==> src/rtl/grid_sector_detect_pkg.sv <==
// Shared sector encoding, judge-condition encoding and sector sequencing helper
// for the grid sector detector.
package grid_pkg;

    typedef logic [2:0] sector_t;

    localparam sector_t SEC_NONE = 3'd0;
    localparam sector_t SEC_1    = 3'd1;
    localparam sector_t SEC_2    = 3'd2;
    localparam sector_t SEC_3    = 3'd3;
    localparam sector_t SEC_4    = 3'd4;
    localparam sector_t SEC_5    = 3'd5;
    localparam sector_t SEC_6    = 3'd6;

    // Comparison that decides the half-sector flag inside each sector
    typedef enum logic [2:0] {
        JC_B_LT_C = 3'd0,
        JC_A_GT_B = 3'd1,
        JC_C_LT_A = 3'd2,
        JC_B_GT_C = 3'd3,
        JC_A_LT_B = 3'd4,
        JC_C_GT_A = 3'd5,
        JC_NONE   = 3'd7
    } judge_cond_t;

    function automatic judge_cond_t judge_cond(input sector_t sec);
        judge_cond_t jc;
        case (sec)
            SEC_1:   jc = JC_B_LT_C;
            SEC_2:   jc = JC_A_GT_B;
            SEC_3:   jc = JC_C_LT_A;
            SEC_4:   jc = JC_B_GT_C;
            SEC_5:   jc = JC_A_LT_B;
            SEC_6:   jc = JC_C_GT_A;
            default: jc = JC_NONE;
        endcase
        return jc;
    endfunction

    function automatic sector_t next_sector(input sector_t sec, input logic rev);
        sector_t nxt;
        if (rev == 1'b0) begin
            nxt = (sec == SEC_6) ? SEC_1 : sec + 3'd1;
        end else begin
            nxt = (sec == SEC_1) ? SEC_6 : sec - 3'd1;
        end
        return nxt;
    endfunction

endpackage

==> src/rtl/grid_sector_detect_if.sv <==
// Sample input and sector result bundle between the grid sampler and the
// rectifier switch decoder.
interface grid_sector_detect_if #(parameter int DW = 16);
    logic signed [DW-1:0] va;
    logic signed [DW-1:0] vb;
    logic signed [DW-1:0] vc;
    logic                 sample_valid;
    logic                 clear_err;
    logic [15:0]          grid_sector;
    logic                 grid_judge;
    logic                 sector_upd;
    logic                 grid_ok;
    logic                 seq_err;

    modport master (
        output va, vb, vc, sample_valid, clear_err,
        input  grid_sector, grid_judge, sector_upd, grid_ok, seq_err
    );

    modport slave (
        input  va, vb, vc, sample_valid, clear_err,
        output grid_sector, grid_judge, sector_upd, grid_ok, seq_err
    );
endinterface

==> src/rtl/grid_sector_classify.sv <==
// Two-stage raw classifier: saturating magnitudes, then dominant phase,
// sector, half-sector flag and presence check.
module grid_sector_classify
    import grid_pkg::*;
#(
    parameter int DW   = 16,
    parameter int VMIN = 2000
) (
    input  logic                 sysclk,
    input  logic                 global_rst,
    input  logic signed [DW-1:0] va,
    input  logic signed [DW-1:0] vb,
    input  logic signed [DW-1:0] vc,
    input  logic                 sample_valid,
    output logic                 raw_stb,
    output logic                 raw_ok,
    output sector_t              raw_sec,
    output logic                 raw_judge
);

    localparam int MW = DW - 1;
    localparam logic [MW-1:0] MAG_MAX = {MW{1'b1}};
    localparam logic [MW-1:0] VMIN_C  = MW'(VMIN);

    // Most negative code has no positive twin, so it clamps to full scale
    function automatic logic [MW-1:0] mag_of(input logic signed [DW-1:0] v);
        logic signed [DW-1:0] neg;
        logic [MW-1:0]        mag;
        neg = -v;
        if (v[DW-1] == 1'b0) begin
            mag = v[MW-1:0];
        end else if (neg[DW-1] == 1'b1) begin
            mag = MAG_MAX;
        end else begin
            mag = neg[MW-1:0];
        end
        return mag;
    endfunction

    logic                 s1_vld_r;
    logic signed [DW-1:0] s1_va_r, s1_vb_r, s1_vc_r;
    logic [MW-1:0]        s1_ma_r, s1_mb_r, s1_mc_r;
    logic [MW-1:0]        dom_mag_s;
    sector_t              sec_s;
    logic                 judge_s;
    logic                 raw_stb_r, raw_ok_r, raw_judge_r;
    sector_t              raw_sec_r;

    // Stage 1: capture samples and their magnitudes
    always_ff @(posedge sysclk or posedge global_rst) begin
        if (global_rst) begin
            s1_vld_r <= 1'b0;
            s1_va_r  <= '0;
            s1_vb_r  <= '0;
            s1_vc_r  <= '0;
            s1_ma_r  <= '0;
            s1_mb_r  <= '0;
            s1_mc_r  <= '0;
        end else begin
            s1_vld_r <= sample_valid;
            if (sample_valid) begin
                s1_va_r <= va;
                s1_vb_r <= vb;
                s1_vc_r <= vc;
                s1_ma_r <= mag_of(va);
                s1_mb_r <= mag_of(vb);
                s1_mc_r <= mag_of(vc);
            end
        end
    end

    // Dominant phase (ties favour A, then B) selects sector and judge test
    always_comb begin
        dom_mag_s = s1_ma_r;
        sec_s     = SEC_NONE;
        judge_s   = 1'b0;
        if ((s1_ma_r >= s1_mb_r) && (s1_ma_r >= s1_mc_r)) begin
            dom_mag_s = s1_ma_r;
            sec_s     = s1_va_r[DW-1] ? SEC_4 : SEC_1;
        end else if (s1_mb_r >= s1_mc_r) begin
            dom_mag_s = s1_mb_r;
            sec_s     = s1_vb_r[DW-1] ? SEC_6 : SEC_3;
        end else begin
            dom_mag_s = s1_mc_r;
            sec_s     = s1_vc_r[DW-1] ? SEC_2 : SEC_5;
        end
        case (judge_cond(sec_s))
            JC_B_LT_C: judge_s = (s1_vb_r < s1_vc_r);
            JC_A_GT_B: judge_s = (s1_va_r > s1_vb_r);
            JC_C_LT_A: judge_s = (s1_vc_r < s1_va_r);
            JC_B_GT_C: judge_s = (s1_vb_r > s1_vc_r);
            JC_A_LT_B: judge_s = (s1_va_r < s1_vb_r);
            JC_C_GT_A: judge_s = (s1_vc_r > s1_va_r);
            default:   judge_s = 1'b0;
        endcase
    end

    // Stage 2: register raw classification
    always_ff @(posedge sysclk or posedge global_rst) begin
        if (global_rst) begin
            raw_stb_r   <= 1'b0;
            raw_ok_r    <= 1'b0;
            raw_sec_r   <= SEC_NONE;
            raw_judge_r <= 1'b0;
        end else begin
            raw_stb_r   <= s1_vld_r;
            raw_ok_r    <= (dom_mag_s >= VMIN_C);
            raw_sec_r   <= sec_s;
            raw_judge_r <= judge_s;
        end
    end

    assign raw_stb   = raw_stb_r;
    assign raw_ok    = raw_ok_r;
    assign raw_sec   = raw_sec_r;
    assign raw_judge = raw_judge_r;

endmodule

==> src/rtl/grid_sector_detect.sv <==
// Grid sector detector: raw classification, confirm filter, sequence
// checker with lock counter, and loss-of-grid timeout.
module grid_sector_detect
    import grid_pkg::*;
#(
    parameter int DW      = 16,
    parameter int CONFIRM = 4,
    parameter int VMIN    = 2000,
    parameter int TIMEOUT = 2_000_000,
    parameter int LOCK_N  = 6,
    parameter int REV     = 0
) (
    input  logic                 sysclk,
    input  logic                 global_rst,
    grid_sector_detect_if.slave  bus
);

    localparam int TW = $clog2(TIMEOUT + 1);
    localparam int LW = $clog2(LOCK_N + 1);
    localparam logic [3:0]    CONFIRM_C = 4'(CONFIRM);
    localparam logic [TW-1:0] TMO_C     = TW'(TIMEOUT);
    localparam logic [LW-1:0] LOCK_C    = LW'(LOCK_N);
    localparam logic          REV_B     = (REV != 0) ? 1'b1 : 1'b0;

    logic          raw_stb_s, raw_ok_s, raw_judge_s;
    sector_t       raw_sec_s;
    logic [3:0]    cnt_r, cnt_s;
    sector_t       cand_sec_r, cand_sec_s, sec_r, sec_s;
    logic          cand_judge_r, cand_judge_s, judge_r, judge_s;
    logic          upd_r, upd_s, ok_r, ok_s, err_r, err_s;
    logic [LW-1:0] lock_r, lock_s;
    logic [TW-1:0] tmo_r, tmo_s;
    logic          tmo_hit_s, sec_chg_s, err_set_s;

    grid_sector_classify #(.DW(DW), .VMIN(VMIN)) u_classify (
        .sysclk       (sysclk),
        .global_rst   (global_rst),
        .va           (bus.va),
        .vb           (bus.vb),
        .vc           (bus.vc),
        .sample_valid (bus.sample_valid),
        .raw_stb      (raw_stb_s),
        .raw_ok       (raw_ok_s),
        .raw_sec      (raw_sec_s),
        .raw_judge    (raw_judge_s)
    );

    // Confirm filter, sequence check, lock and timeout next-state
    always_comb begin
        cnt_s        = cnt_r;
        cand_sec_s   = cand_sec_r;
        cand_judge_s = cand_judge_r;
        sec_s        = sec_r;
        judge_s      = judge_r;
        upd_s        = 1'b0;
        sec_chg_s    = 1'b0;
        err_set_s    = 1'b0;
        tmo_hit_s    = (tmo_r == TMO_C);
        lock_s       = tmo_hit_s ? '0 : lock_r;

        if (raw_stb_s && !raw_ok_s) begin
            cnt_s = 4'd0;
        end else if (raw_stb_s && (raw_sec_s == cand_sec_r) && (raw_judge_s == cand_judge_r)) begin
            cnt_s = (cnt_r >= CONFIRM_C) ? CONFIRM_C : cnt_r + 4'd1;
        end else if (raw_stb_s) begin
            cand_sec_s   = raw_sec_s;
            cand_judge_s = raw_judge_s;
            cnt_s        = 4'd1;
        end else begin
            cnt_s = cnt_r;
        end

        if (raw_stb_s && raw_ok_s && (cnt_s == CONFIRM_C) &&
            ((cand_sec_s != sec_r) || (cand_judge_s != judge_r))) begin
            sec_s     = cand_sec_s;
            judge_s   = cand_judge_s;
            upd_s     = 1'b1;
            sec_chg_s = (cand_sec_s != sec_r);
        end else begin
            upd_s = 1'b0;
        end

        // First acquisition or re-acquisition after loss is taken unchecked
        if (!sec_chg_s || (sec_r == SEC_NONE) || tmo_hit_s) begin
            err_set_s = 1'b0;
        end else if (cand_sec_s == next_sector(sec_r, REV_B)) begin
            lock_s = (lock_r >= LOCK_C) ? LOCK_C : lock_r + LW'(1);
        end else begin
            lock_s    = '0;
            err_set_s = 1'b1;
        end

        if (sec_chg_s) begin
            tmo_s = '0;
        end else if (tmo_hit_s) begin
            tmo_s = tmo_r;
        end else begin
            tmo_s = tmo_r + TW'(1);
        end

        if (err_set_s) begin
            err_s = 1'b1;
        end else if (bus.clear_err) begin
            err_s = 1'b0;
        end else begin
            err_s = err_r;
        end

        ok_s = (lock_s == LOCK_C);
    end

    // Filter, checker and output registers
    always_ff @(posedge sysclk or posedge global_rst) begin
        if (global_rst) begin
            cnt_r        <= 4'd0;
            cand_sec_r   <= SEC_NONE;
            cand_judge_r <= 1'b0;
            sec_r        <= SEC_NONE;
            judge_r      <= 1'b0;
            upd_r        <= 1'b0;
            ok_r         <= 1'b0;
            err_r        <= 1'b0;
            lock_r       <= '0;
            tmo_r        <= '0;
        end else begin
            cnt_r        <= cnt_s;
            cand_sec_r   <= cand_sec_s;
            cand_judge_r <= cand_judge_s;
            sec_r        <= sec_s;
            judge_r      <= judge_s;
            upd_r        <= upd_s;
            ok_r         <= ok_s;
            err_r        <= err_s;
            lock_r       <= lock_s;
            tmo_r        <= tmo_s;
        end
    end

    assign bus.grid_sector = {13'd0, sec_r};
    assign bus.grid_judge  = judge_r;
    assign bus.sector_upd  = upd_r;
    assign bus.grid_ok     = ok_r;
    assign bus.seq_err     = err_r;

endmodule

==> src/flat_wrapper.sv <==
// flat-port wrapper written by rule: the top's interface ports become plain ports
module grid_sector_detect_flat import grid_pkg::*;
#(
    parameter int DW      = 16,
    parameter int CONFIRM = 4,
    parameter int VMIN    = 2000,
    parameter int TIMEOUT = 2_000_000,
    parameter int LOCK_N  = 6,
    parameter int REV     = 0
)
  (sysclk, global_rst, bus_va, bus_vb, bus_vc, bus_sample_valid, bus_clear_err, bus_grid_sector, bus_grid_judge, bus_sector_upd, bus_grid_ok, bus_seq_err);
  grid_sector_detect_if #(.DW(DW)) bus_i ();
  input  logic sysclk;
  input  logic global_rst;
  input wire logic [$bits(bus_i.va)-1:0] bus_va;
  input wire logic [$bits(bus_i.vb)-1:0] bus_vb;
  input wire logic [$bits(bus_i.vc)-1:0] bus_vc;
  input wire logic [$bits(bus_i.sample_valid)-1:0] bus_sample_valid;
  input wire logic [$bits(bus_i.clear_err)-1:0] bus_clear_err;
  output wire logic [$bits(bus_i.grid_sector)-1:0] bus_grid_sector;
  output wire logic [$bits(bus_i.grid_judge)-1:0] bus_grid_judge;
  output wire logic [$bits(bus_i.sector_upd)-1:0] bus_sector_upd;
  output wire logic [$bits(bus_i.grid_ok)-1:0] bus_grid_ok;
  output wire logic [$bits(bus_i.seq_err)-1:0] bus_seq_err;
  assign bus_i.va = bus_va;
  assign bus_i.vb = bus_vb;
  assign bus_i.vc = bus_vc;
  assign bus_i.sample_valid = bus_sample_valid;
  assign bus_i.clear_err = bus_clear_err;
  assign bus_grid_sector = bus_i.grid_sector;
  assign bus_grid_judge = bus_i.grid_judge;
  assign bus_sector_upd = bus_i.sector_upd;
  assign bus_grid_ok = bus_i.grid_ok;
  assign bus_seq_err = bus_i.seq_err;
  grid_sector_detect #(.DW(DW), .CONFIRM(CONFIRM), .VMIN(VMIN), .TIMEOUT(TIMEOUT), .LOCK_N(LOCK_N), .REV(REV)) u_core (.sysclk(sysclk), .global_rst(global_rst), .bus(bus_i));
endmodule
==> config.mk <==
export PLATFORM = sky130hd
export DESIGN_NAME = grid_sector_detect_flat
export DESIGN_NICKNAME = d
export VERILOG_FILES = /design/src/rtl/grid_sector_detect_pkg.sv /design/src/rtl/grid_sector_detect_if.sv /design/src/rtl/grid_sector_classify.sv /design/src/rtl/grid_sector_detect.sv /design/src/flat_wrapper.sv
export SDC_FILE = /design/constraint.sdc
export NUM_CORES = 1
export LEC_CHECK = 0
export CELL_PAD_IN_SITES_DETAIL_PLACEMENT = 1
export CELL_PAD_IN_SITES_GLOBAL_PLACEMENT = 1
export CORE_ASPECT_RATIO = 1.5
export CORE_MARGIN = 1
export CORE_UTILIZATION = 49
export CTS_CLUSTER_SIZE = 10
export DETAILED_ROUTE_END_ITERATION = 6
export PLACE_DENSITY = 0.88
export SYNTH_ARGS = -nofsm -noshare
export SYNTH_HDL_FRONTEND = slang
export SYNTH_HIERARCHICAL = 1
export SYNTH_SLANG_ARGS = --single-unit
==> constraint.sdc <==
create_clock -name sysclk -period 7.23 [get_ports sysclk]
set_input_delay 1.0845 -clock sysclk [delete_from_list [all_inputs] [get_ports sysclk]]
set_output_delay 1.0845 -clock sysclk [all_outputs]
set_load 0.01 [all_outputs]
== Word-level counts from Yosys, hierarchy flattened ==
Index checks and enable logic that the tools add are counted.

* $add $sub $neg: 7
* Order comparisons: 12
* Eq/ne operators: 21
* Mux-type cells: 39
* Reductions and logical operators: 15

{| class="wikitable"
|+ Operators by type and width
! cell !! number
|-
| 2-to-1 mux 15 bit || 8
|-
| greater-than comparator 16 bit || 3
|-
| less-than comparator 16 bit || 3
|-
| negator 16 bit || 3
|-
| greater-or-equal comparator 15 bit || 3
|-
| 2-to-1 mux 21 bit || 2
|-
| 2-to-1 mux 3 bit || 14
|-
| adder 21 x 1 -> 21 bit (second input constant) || 1
|-
| equality test 21 bit (second input constant) || 1
|-
| equality test 3 bit (second input constant) || 7
|-
| one-hot mux 3 bit (6 select lines) || 1
|-
| 2-to-1 mux 4 bit || 4
|-
| greater-or-equal comparator 15 x 11 -> 1 bit (second input constant) || 1
|-
| equality test 3 x 2 -> 1 bit (second input constant) || 4
|-
| 2-to-1 mux 1 bit || 9
|-
| logical AND 1 bit || 7
|-
| adder 3 x 1 -> 3 bit (second input constant) || 2
|-
| equality test 3 x 1 -> 1 bit (second input constant) || 2
|-
| equality test 3 bit || 2
|-
| logical NOT 3 bit || 2
|-
| one-hot mux 1 bit (6 select lines) || 1
|-
| adder 4 x 1 -> 4 bit (second input constant) || 1
|-
| equality test 4 x 3 -> 1 bit (second input constant) || 1
|-
| greater-or-equal comparator 4 x 3 -> 1 bit (second input constant) || 1
|-
| other kinds (8) || 11
|}

* Bits in registers: 139
* Input bits: 52
* Output and inout port bits: 20
* Logic and storage cells: 115

== Longest topological paths before layout ==
* Word-level depth: 17
* Mapped depth: 16
* Mapped depth without buffers: 16

== Cells and area by module ==
Netlist, hierarchy kept.

{| class="wikitable"
|+ By module, submodules not included
! module !! instances !! cells an instance !! area each (um^2) !! seq. area each (um^2)
|-
| grid_sector_classify || 1 || 796 || 6975.4 || 2502.4
|-
| grid_sector_detect || 1 || 226 || 2215.9 || 975.9
|}

== Worst setup path before layout ==
OpenSTA, ideal clock, no wires.

* Path type: input port to flip-flop
* Start point: in bus_va[5]
* End point: reg u_core.u_classify.s1_ma_r[10]
* Library setup time: 0.073 ns
* Arrival time: 2.920 ns
* Required time: 7.157 ns
* Path slack: 4.237 ns
* Cell stages on the path: 9
* Buffers on the path: 2
* Path through: or4_4 -> or4_1 -> or2_4 -> nor2_4 -> and3_1 -> buf_6 -> buf_12 -> nor2_2 -> a21oi_2

* Word-level cells in the longest chain between the ends: 3

{| class="wikitable"
|+ RTL lines
! element !! line !! source
|-
| from (decl) || flat_wrapper.sv:15 || <nowiki>input wire logic [$bits(bus_i.va)-1:0] bus_va;</nowiki>
|-
| negator 16 bit || grid_sector_classify.sv:29 || <nowiki>neg = -v;</nowiki>
|-
| 2-to-1 mux 15 bit || grid_sector_classify.sv:32 || <nowiki>end else if (neg[DW-1] == 1'b1) begin</nowiki>
|-
| 2-to-1 mux 15 bit || grid_sector_classify.sv:30 || <nowiki>if (v[DW-1] == 1'b0) begin</nowiki>
|-
| to (signal assigned) || grid_sector_classify.sv:65 || <nowiki>s1_ma_r <= mag_of(va);</nowiki>
|-
| to (decl) || grid_sector_classify.sv:42 || <nowiki>logic [MW-1:0] s1_ma_r, s1_mb_r, s1_mc_r;</nowiki>
|}

Every way passes these cells.
A chain may end at the register's enable or synchronous reset.

== Final worst setup path ==
* Start point: reg u_core.u_classify.s1_ma_r[0]
* End point: reg u_core.u_classify.raw_judge_r (netlist: u_core/u_classify/raw_judge)

* Word-level cells in the longest chain between the ends: 7
* Elaborated cells on any way between the ends: 18
* Classes of those cells: order compare (2); eq/ne (11); mux (3); reduce/logical (2)

{| class="wikitable"
|+ RTL lines
! element !! line !! source
|-
| greater-or-equal comparator 15 bit || grid_sector_classify.sv:77 || <nowiki>if ((s1_ma_r >= s1_mb_r) && (s1_ma_r >= s1_mc_r)) begin</nowiki>
|-
| logical AND 1 bit (*) || grid_sector_classify.sv:77 ||
|-
| 2-to-1 mux 3 bit (*) || grid_sector_classify.sv:77 ||
|-
| equality test 3 bit, or another cell as far along || grid_sector_detect_pkg.sv:28 || <nowiki>case (sec)</nowiki>
|-
| one-hot mux 3 bit (6 select lines) (*) || grid_sector_detect_pkg.sv:28 ||
|-
| equality test 3 bit, or another cell as far along || grid_sector_classify.sv:87 || <nowiki>case (judge_cond(sec_s))</nowiki>
|-
| one-hot mux 1 bit (6 select lines) (*) || grid_sector_classify.sv:87 ||
|-
| net u_core.u_classify.judge_s || grid_sector_classify.sv:45 || <nowiki>logic judge_s;</nowiki>
|-
| to (signal assigned) || grid_sector_classify.sv:109 || <nowiki>raw_judge_r <= judge_s;</nowiki>
|-
| to (decl) || grid_sector_classify.sv:46 || <nowiki>logic raw_stb_r, raw_ok_r, raw_judge_r;</nowiki>
|}

The timed path passes the listed nets; every way through them passes the cells marked *.

==> metrics.txt <==
H-tree depth=4; pwr dens=245 nW/um^2; FF/Latch Area=3480 sq um; multi-input logic area=5120 sq um; Buffers on Ports=58; final critical-path required period=3.86 ns; Post-Syn Instances=1,022; # clock sinks=139; vias in the first global route=8,563; Critical R2R Capture=u_core/u_classify/raw_judge; CTS root buffer=clkbuf_16; Rows=61; ys async rst share=1.00; first-pass GRT wire length=46.3 mm; Top Ports=72; total negative slack=0 ns; die area=19,300 sq um; Post-synth EDFFs=0; GR Overflow Total=0; sequential area share after synthesis=0.378; CTS buffer count=17; Synthesis Warnings=6; crit start category=flop; Worst Hold Launch=u_core/u_classify/s1_vld_r; CP arrival=4.10 ns; Hold Buf Count CTS=0; Hold Path Cell Cnt=0; Crit Reg-Reg Startpoint=u_core/u_classify/s1_ma_r[0]; Hold Worst Slack=0.365 ns; unrepaired setup endpoints after global routing=no; routed length per instance=21.7 um; initial antenna violation count=0; post-synth cell types=72; share of layout cells above drive strength 1=0.0769; Hold Vio Cnt, Final=0; R2R setup slack=3.37 ns; CORE AREA=18,500 sq um; Least-Margin Pin Slew=1.13 ns; Avg Inst Size Synth=8.99 sq um; Pins Over Slew Limit=0; Area growth syn-to-layout=14.0%; die height=170 um; worst vdd ir=0.156 mV; die width=114 um; Nets=1,220; Vias/cell=6.04; via count=8,045; Critical Path RT=7.47 ns; Worst Path Class, Setup=reg2reg; Fill cells=2,174; outcome=finished clean; Cells after DPL=1,299; CTS tree=done; # setup viols final=0; Total Wirelength=28.9 mm; Max-cap violations=0; Hold EP=u_core/u_classify/raw_stb; DPL Wire Length=20.5 mm; Yosys reg bits=139; P_leak=4.76 nW; Max Fclk=259 MHz; fin crit share=0.533; HP Class=reg2reg; clock insertion delay at the later pin of the skew report=0.43 ns; n_diodes=0; Top FF cell, synth=dfrtp_1; gpl congestion=0.942; Setup Fix Bufs, Post-CTS=0; R2R cell count=14; Final ANT Viol Nets=0; Starting Density=0.498; Slew headroom=0.244; Initial DRC Count=529; CP endpoint kind=flop; mapped cell area=9190 sq um; DR DRC count=0; post-CTS resize count=0; clk_skew=0.00941 ns; Finished Layout Cells=1,331; maximum number of pins on one net before global-route repair=124; CTS Buffer Depth=2; global-route usage over all layers=0.318; drt pass-1 iters=7; critical path peak fanout=10; Clk pin slew, worst setup/hold paths=0.06 ns
[how the worst max path moves through the flow]
stage                                   end  cells past startpoint                          from  slack, ns
2_1_floorplan   u_core/u_classify/raw_judge                      1                    global_rst       3.53
3_3_place_gp   u_core/u_classify/s1_ma_r[1]                      9                     bus_va[5]       3.27
3_5_place_dp   u_core/u_classify/s1_ma_r[1]                      9                     bus_va[5]       3.22
4_1_cts         u_core/u_classify/raw_judge                     14  u_core/u_classify/s1_ma_r[0]       3.39
5_1_grt         u_core/u_classify/raw_judge                     15  u_core/u_classify/s1_mc_r[4]       3.21
6_report        u_core/u_classify/raw_judge                     14  u_core/u_classify/s1_ma_r[0]       3.37
[area by class of cell]
class,count,area share
timing repair buffer,62,0.0580
inverter,99,0.0357
clock buffer,17,0.0406
clock inverter,15,0.0148
multi-input combinational,747,0.489
sequential,139,0.332
tap,252,0.0301
[layer usage]
layer | vias up | track usage | share of wire
met3 | 121 | 0.0525 | 0.037
met1 | 4021 | 0.334 | 0.37
met2 | 251 | 0.567 | 0.52
met4 | 0 | 0.232 | 0.075
met5 | - | 0 | 0
li1 | 3652 | - | -
[logic make-up (layout without fill, tap and decap cells)]
| logic type | Yosys count | count (layout) | share of synthesized area |
|---|---|---|---|
| simple gates | 288 | 288 | 0.160 |
| compound gates | 270 | 270 | 0.178 |
| buf+inv | 148 | 193 | 0.0693 |
| flops | 139 | 139 | 0.378 |
| fa+ha+maj | 102 | 102 | 0.139 |
| xor+xnor | 62 | 62 | 0.0591 |
| mux | 12 | 12 | 0.0150 |
| other cells | 1 | 13 | 0.000408 |
[sequential cells by signal (all words and copies together), names as in the netlist, 3 cells and up]
| signal | cells |
|---|---|
| u_core/u_classify/s1_mb_r | 15 |
| u_core/tmo_r | 21 |
| u_core/u_classify/s1_ma_r | 15 |
| u_core/sec_r | 3 |
| u_core/lock_r | 3 |
| u_core/u_classify/s1_vb_r | 16 |
| u_core/cnt_r | 4 |
| u_core/cand_sec_r | 3 |
| u_core/u_classify/s1_va_r | 16 |
| u_core/u_classify/s1_mc_r | 15 |
| u_core/u_classify/raw_sec | 3 |
| u_core/u_classify/s1_vc_r | 16 |
[synthesized netlist by cell type, drive strengths merged (2+ instances only)]
cell | instances | area [sq um]
dfrtp | 139 | 3480
o21ai | 134 | 671
ha | 102 | 1280
inv | 99 | 372
nand2 | 90 | 340
nor2 | 73 | 307
a21oi | 55 | 313
xnor2 | 47 | 412
clkbuf | 26 | 97.6
nand3 | 25 | 125
buf | 23 | 168
nand4 | 19 | 119
xor2 | 15 | 131
and3 | 13 | 81.3
a21o | 12 | 90.1
nand2b | 10 | 62.6
o31ai | 10 | 75.1
o211ai | 9 | 67.6
or3 | 9 | 56.3
mux2 | 8 | 93.8
nor3 | 7 | 35.0
nor4 | 7 | 43.8
o41ai | 7 | 76.3
or2 | 7 | 46.3
a2111oi | 6 | 52.6
nor2b | 6 | 37.5
and4 | 5 | 43.8
o22ai | 5 | 31.3
a211oi | 4 | 30.0
a21boi | 4 | 30.0
mux2i | 4 | 43.8
nor3b | 4 | 35.0
nor4b | 4 | 65.1
or4 | 4 | 33.8
a211o | 3 | 26.3
o21a | 3 | 22.5
o221ai | 3 | 26.3
a31o | 2 | 17.5
a31oi | 2 | 12.5
and2 | 2 | 12.5
o2111ai | 2 | 17.5
[worst max-delay path, cell delays in order, from the launching register on]
cell and delay [ns]:
dfrtp_1 0.37, inv_1 0.14, ha_1 0.25, nand2b_1 0.15
nand3_1 0.10, a21oi_1 0.08, a2111oi_0 0.52, o41ai_1 0.16
o21ai_1 0.75, o21ai_0 0.27, o21ai_0 0.18, ha_1 0.30
a21o_1 0.16, nand4_1 0.12, o22ai_1 0.12
[per-stage QoR]
| stage | setup slack, ns | util | instance area [sq um] | total power [W] |
|---|---|---|---|---|
| after floorplan | 3.53 | - | 9240 | 0.00144 |
| after global placement | 3.27 | 0.536 | 9900 | 0.00163 |
| after detailed placement | 3.22 | 0.536 | 9900 | 0.00167 |
| after CTS | 3.39 | 0.567 | 10500 | 0.00258 |
| after global routing | 3.21 | 0.567 | 10500 | 0.00270 |
| final | 3.37 | 0.567 | 10500 | 0.00257 |
[where the power goes]
group / switching (W) / internal (W) / leakage, nW / total [W]
registers: 0.000111 / 0.000878 / 1.72 / 0.000989
clock network: 0.000382 / 0.000485 / 0.277 / 0.000867
logic: 0.000420 / 0.000292 / 2.76 / 0.000712
total: 0.000913 / 0.00166 / 4.76 / 0.00257
[cell usage in the layout (no fill, tap or decap), types with 4 or more instances in the layout]
master           netlist  layout
nor3_1                 7       7
a21boi_0               4       4
o31ai_1               10      10
o211ai_1               9       9
nand2b_1              10      10
a2111oi_0              6       6
inv_6                  0       7
clkbuf_16              0      17
ha_1                 102     102
a211oi_1               4       4
or3_1                  9       9
inv_1                 99      98
xor2_1                15      15
a21oi_1               45      45
nor2_1                62      62
or2_2                  5       5
nand4_1               19      19
dfrtp_1              139     139
o41ai_1                5       5
conb_1                 1      13
buf_4                 14       5
nor2b_1                6       6
nand2_1               89      89
nand3_1               25      25
o22ai_1                5       5
mux2_2                 7       7
a21oi_2               10      10
nor2_2                10      10
a21o_1                12      12
o21ai_0              131     131
clkdlybuf4s50_1        0      57
and3_1                13      13
and4_1                 5       5
nor4_1                 7       7
xnor2_1               47      47
(Power assumes the default switching activity.)
